File: config.mk
export PLATFORM = sky130hd
export DESIGN_NAME = alu_zba_arbiter
export DESIGN_NICKNAME = d
export VERILOG_FILES = /design/src/rtl/alu_zba_arbiter.sv
export SDC_FILE = /design/constraint.sdc
export NUM_CORES = 1
export LEC_CHECK = 0
export BUFFER_PORTS_ARGS = -buffer_cell sky130_fd_sc_hd__buf_2
export CORE_AREA = 2 2 242 244
export CTS_CLUSTER_DIAMETER = 150
export DETAILED_ROUTE_END_ITERATION = 6
export DIE_AREA = 0 0 244 246
export GPL_TIMING_DRIVEN = 1
export HOLD_SLACK_MARGIN = 0.03
export PLACE_DENSITY_LB_ADDON = 0.05
export SYNTH_ARGS = -nofsm -noshare
export SYNTH_HDL_FRONTEND = slang
export SYNTH_SLANG_ARGS = --single-unit
File: constraint.sdc
create_clock -name clk -period 5.2 [get_ports clk]
set_input_delay 1.3 -clock clk [delete_from_list [all_inputs] [get_ports clk]]
set_output_delay 1.3 -clock clk [all_outputs]
set_load 0.05 [all_outputs]
File: src/rtl/alu_zba_arbiter.sv
// Two-port round-robin arbiter in front of one shared Zba ALU, with registered responses.
// Build option: define ALU_ZBA_ARB_OPCHK_EN to flag ctrl codes 4'b11xx as illegal.
module alu_zba_arbiter #(
    parameter int TAG_W = 4
) (
    input  logic             clk,
    input  logic             rst_n,
    input  logic             flush,

    input  logic             req0_valid,
    output logic             req0_ready,
    input  logic [63:0]      req0_a,
    input  logic [63:0]      req0_b,
    input  logic [3:0]       req0_ctrl,
    input  logic [TAG_W-1:0] req0_tag,

    input  logic             req1_valid,
    output logic             req1_ready,
    input  logic [63:0]      req1_a,
    input  logic [63:0]      req1_b,
    input  logic [3:0]       req1_ctrl,
    input  logic [TAG_W-1:0] req1_tag,

    output logic             rsp0_valid,
    input  logic             rsp0_ready,
    output logic [63:0]      rsp0_result,
    output logic             rsp0_zero,
    output logic [TAG_W-1:0] rsp0_tag,
    output logic             rsp0_err,

    output logic             rsp1_valid,
    input  logic             rsp1_ready,
    output logic [63:0]      rsp1_result,
    output logic             rsp1_zero,
    output logic [TAG_W-1:0] rsp1_tag,
    output logic             rsp1_err,

    output logic [63:0]      alu_src_a,
    output logic [63:0]      alu_src_b,
    output logic [3:0]       alu_ctrl,
    input  logic [63:0]      alu_result,
    input  logic             alu_zero
);

    logic             r_rr_ptr;

    logic             r_vld0;
    logic [63:0]      r_res0;
    logic             r_zero0;
    logic [TAG_W-1:0] r_tag0;

    logic             r_vld1;
    logic [63:0]      r_res1;
    logic             r_zero1;
    logic [TAG_W-1:0] r_tag1;

    logic             w_free0;
    logic             w_free1;
    logic             w_elig0;
    logic             w_elig1;
    logic             w_gnt0;
    logic             w_gnt1;

    logic [63:0]      w_ld_res0;
    logic             w_ld_zero0;
    logic [63:0]      w_ld_res1;
    logic             w_ld_zero1;

    // A slot draining this cycle can take a new result on the same edge.
    assign w_free0 = !r_vld0 || rsp0_ready;
    assign w_free1 = !r_vld1 || rsp1_ready;

    assign w_elig0 = req0_valid && !flush && w_free0;
    assign w_elig1 = req1_valid && !flush && w_free1;

    assign w_gnt0 = w_elig0 && (!w_elig1 || (r_rr_ptr == 1'b0));
    assign w_gnt1 = w_elig1 && (!w_elig0 || (r_rr_ptr == 1'b1));

    assign req0_ready = w_gnt0;
    assign req1_ready = w_gnt1;

    always_comb begin
        alu_src_a = '0;
        alu_src_b = '0;
        alu_ctrl  = '0;
        unique case (1'b1)
            w_gnt0: begin
                alu_src_a = req0_a;
                alu_src_b = req0_b;
                alu_ctrl  = req0_ctrl;
            end
            w_gnt1: begin
                alu_src_a = req1_a;
                alu_src_b = req1_b;
                alu_ctrl  = req1_ctrl;
            end
            default: ;
        endcase
    end

`ifdef ALU_ZBA_ARB_OPCHK_EN
    logic w_ill0;
    logic w_ill1;
    logic r_err0;
    logic r_err1;

    assign w_ill0 = (req0_ctrl[3:2] == 2'b11);
    assign w_ill1 = (req1_ctrl[3:2] == 2'b11);

    // Illegal ops still consume the ALU slot but report a forced zero result.
    assign w_ld_res0  = w_ill0 ? 64'd0 : alu_result;
    assign w_ld_zero0 = w_ill0 || alu_zero;
    assign w_ld_res1  = w_ill1 ? 64'd0 : alu_result;
    assign w_ld_zero1 = w_ill1 || alu_zero;

    always_ff @(posedge clk or negedge rst_n) begin
        if (!rst_n) begin
            r_err0 <= 1'b0;
            r_err1 <= 1'b0;
        end else begin
            if (w_gnt0) r_err0 <= w_ill0;
            if (w_gnt1) r_err1 <= w_ill1;
        end
    end

    assign rsp0_err = r_err0;
    assign rsp1_err = r_err1;
`else
    assign w_ld_res0  = alu_result;
    assign w_ld_zero0 = alu_zero;
    assign w_ld_res1  = alu_result;
    assign w_ld_zero1 = alu_zero;

    assign rsp0_err = 1'b0;
    assign rsp1_err = 1'b0;
`endif

    always_ff @(posedge clk or negedge rst_n) begin
        if (!rst_n) begin
            r_rr_ptr <= 1'b0;
        end else if (w_gnt0) begin
            r_rr_ptr <= 1'b1;
        end else if (w_gnt1) begin
            r_rr_ptr <= 1'b0;
        end
    end

    always_ff @(posedge clk or negedge rst_n) begin
        if (!rst_n) begin
            r_vld0  <= 1'b0;
            r_res0  <= '0;
            r_zero0 <= 1'b0;
            r_tag0  <= '0;
        end else if (flush) begin
            r_vld0 <= 1'b0;
        end else if (w_gnt0) begin
            r_vld0  <= 1'b1;
            r_res0  <= w_ld_res0;
            r_zero0 <= w_ld_zero0;
            r_tag0  <= req0_tag;
        end else if (rsp0_ready) begin
            r_vld0 <= 1'b0;
        end
    end

    always_ff @(posedge clk or negedge rst_n) begin
        if (!rst_n) begin
            r_vld1  <= 1'b0;
            r_res1  <= '0;
            r_zero1 <= 1'b0;
            r_tag1  <= '0;
        end else if (flush) begin
            r_vld1 <= 1'b0;
        end else if (w_gnt1) begin
            r_vld1  <= 1'b1;
            r_res1  <= w_ld_res1;
            r_zero1 <= w_ld_zero1;
            r_tag1  <= req1_tag;
        end else if (rsp1_ready) begin
            r_vld1 <= 1'b0;
        end
    end

    assign rsp0_valid  = r_vld0;
    assign rsp0_result = r_res0;
    assign rsp0_zero   = r_zero0;
    assign rsp0_tag    = r_tag0;

    assign rsp1_valid  = r_vld1;
    assign rsp1_result = r_res1;
    assign rsp1_zero   = r_zero1;
    assign rsp1_tag    = r_tag1;

endmodule

==> results.ini <==
[layout]
nets = 1974
mostFrequentLayoutCells = buf_2, nor2b_1, o2111ai_1, dfrtp_1, nand2_1
stdcell_area_sq_um = 14800
seq_area_sq_um = 3530
layout-drive-gt1-share_pct = 49.8
multi_input_area_sq_um = 6190
fillers = 6384
final_common_cell = buf_2
area_growth_pct = 43.4

[power_and_ir_drop]
power_frac_seq_pct = 26.6
power_frac_comb_pct = 50.4
swShare_pct = 49.1
p_int_uw = 2850
clockPowerShare_pct = 23.0
power_density_nw_per_um2 = 378
vdd_drop_max_mv = 0.244
leakage_uw = 0.00705
switching_power_uw = 2750

[detailed_routing]
wl_met2_microns = 28300
wl_per_cell_microns = 23.0
top_layer = met5
drt_iter0_markers = 421
drt_first_pass_iters = 4
vias = 11300
route.met3.wl_microns = 4190
route.antenna.remaining_nets = 0
drt-met1-wl_microns = 21800
drc = 0
vias_per_cell = 4.66
routed_wirelength_microns = 55700

[setup_path]
cp_common_cell = buf_4
ff2ff_path_depth = 5
required_ns = 3.90
worst-path-max-fanout = 86
crit_arrival_ns = 3.04
path_class = in2out
startpoint_type = input pin
crit_path_end = alu_src_a[60]
rr_endpoint = rsp1_result[16]$_DFFE_PN0P_
crit_start = req1_valid
r2r_slack_ns = 2.72
r2r_start = rsp0_valid$_DFFE_PN0P_
worst_setup_path_end_kind = primary output
max_stage_delay_ns = 0.74
cp_cell_sequence = buf_4 -> buf_4 -> o2111ai_1 -> nand2_1 -> buf_2
slowest_stage = buf_4

[synth]
synth_top_area_share_pct = 34.1
synth_top_cell_by_area = dfrtp_1
synthTopCellsByArea = dfrtp_1, o2111ai_1, nor2b_1, mux2_2, nand2_1
yosysWarnings = 0
syn_area_per_cell_sq_um = 9.22
synth_cell_type_count = 17
syn_inst = 1123
ys_ff_latch = 141
ys_seq_area_share_pct = 34.1
netlist_area_sq_um = 10400

[clocking]
cts-hold-fix-buffers = 0
cts_tree = built
clkTransAtPathRegs_ns = 0.07
htree_levels = 4
cts_buffer_depth = 2
clock-root-buffer = clkbuf_16
cts_setup_buffers = 0
insertion_delay_ns = 0.43
cts-resized-gates = 0
cts_buffers = 17
cts.sinks = 141

[die]
coreArea_sq_um = 57400
fp-row-count = 88
io_pins = 620
fp.dieW_microns = 244
start_util_pct = 18.0
die_area_sq_um = 60000
die_h_microns = 246

[timing]
fin_ws_ns = 0.856
fin_skew_ns = 0.0122
fmax_mhz = 230
tightest_slew_ns = 1.13
setup_viol = 0
slew_viol_final = 0
finalSetupTns_ns = 0
period_needed_ns = 4.34
rsz0062_at_grt = false
hold_viol = 0
post-route-period-util_pct = 83.5
relSlewSlack_pct = 24.8

[place]
place_congestion = 0.822
place.port_buffers = 617
placed_area_sq_um = 14200
place_hpwl_microns = 39800
preCtsSetupSlack_ns = 0.827

[grt]
antenna_found_initial = 21
grt_usage_pct = 17.7
grt_max_degree = 101
overflow = 0
grt_pass1_vias = 11600
grt_pass1_wl_microns = 80200

[hold_path]
hold_class = reg2reg
hp-start = rsp0_result[7]$_DFFE_PN0P_

[run_status]
outcome = completed

[run]
drv_cap = 0

flip-flops by register name, indices dropped and copies added (netlist names):
signal       cells
rsp0_tag         4
rsp0_valid       1
rsp0_zero        1
rsp1_zero        1
rsp0_result     64
r_rr_ptr         1
rsp1_result     64
rsp1_valid       1
rsp1_tag         4
power by group through the flow:
stage	combinational, uW	sequential, uW	clock [uW]
floorplan	990	2500	0
global placement	2870	1510	0
detailed placement	2860	1520	0
CTS	2870	1500	1330
global route	2950	1530	1380
finish	2830	1490	1290
worst max-delay path: cells and delay by family:
kind	cells	cell delay [ns]
AO/OA/AOI/OAI	1	0.32
buffers and inverters	3	1.14
AND/OR/NAND/NOR	1	0.18
cell families after synthesis:
kind of cell           Yosys count  share of synthesized area, %
other                            1                        0.0362
and+or+nand+nor                404                          21.2
muxes                          138                          15.0
AOI/OAI and AO/OA              272                          22.9
DFF                            141                          34.1
buffers and inverters          167                          6.77
per-layer routing:
metal  vias up  track usage, %
li1       5245               -
met1      5505            20.1
met2       422            31.8
met3        77            5.56
met4        22            5.25
met5         -               0
metrics by stage:
step / utilization (%) / std cells / power, uW / hold WS (ns)
after floorplan: - / 1124 / 3490 / 0.585
after global placement: 24.8 / 2376 / 4380 / 0.472
after detailed placement: 24.8 / 2376 / 4380 / 0.476
after CTS: 25.8 / 2407 / 5690 / 0.493
after global routing: 25.9 / 2414 / 5870 / 0.498
final: 25.9 / 2417 / 5610 / 0.488
how the worst min path moves through the flow:
stage / to / cells past startpoint / slack, ns
after floorplan: r_rr_ptr$_DFFE_PN0P_ / 2 / 0.58
after global placement: rsp1_result[7]$_DFFE_PN0P_ / 1 / 0.47
after detailed placement: rsp1_result[7]$_DFFE_PN0P_ / 1 / 0.48
after CTS: rsp1_result[7]$_DFFE_PN0P_ / 1 / 0.49
after global routing: rsp1_result[7]$_DFFE_PN0P_ / 1 / 0.50
final: rsp0_result[7]$_DFFE_PN0P_ / 1 / 0.49
synth_stat cells (all sizes together):
master	count
inv	3
o2111ai	264
mux2	138
a21oi	3
nand2	133
o21ai	2
buf	46
clkbuf	118
o211ai	2
conb	1
nand2b	3
dfrtp	141
a31o	1
nor2b	268
cell type report:
cell class / count / share of cell area, %
clock buffer: 17 / 2.87
antenna: 10 / 0.169
sequential: 141 / 23.8
inverter: 3 / 0.0758
multi-input combinational: 816 / 41.7
timing repair buffer: 651 / 23.7
tap: 765 / 6.45
clock inverter: 14 / 1.24
Note: power is estimated with default switching activity, not from simulation.
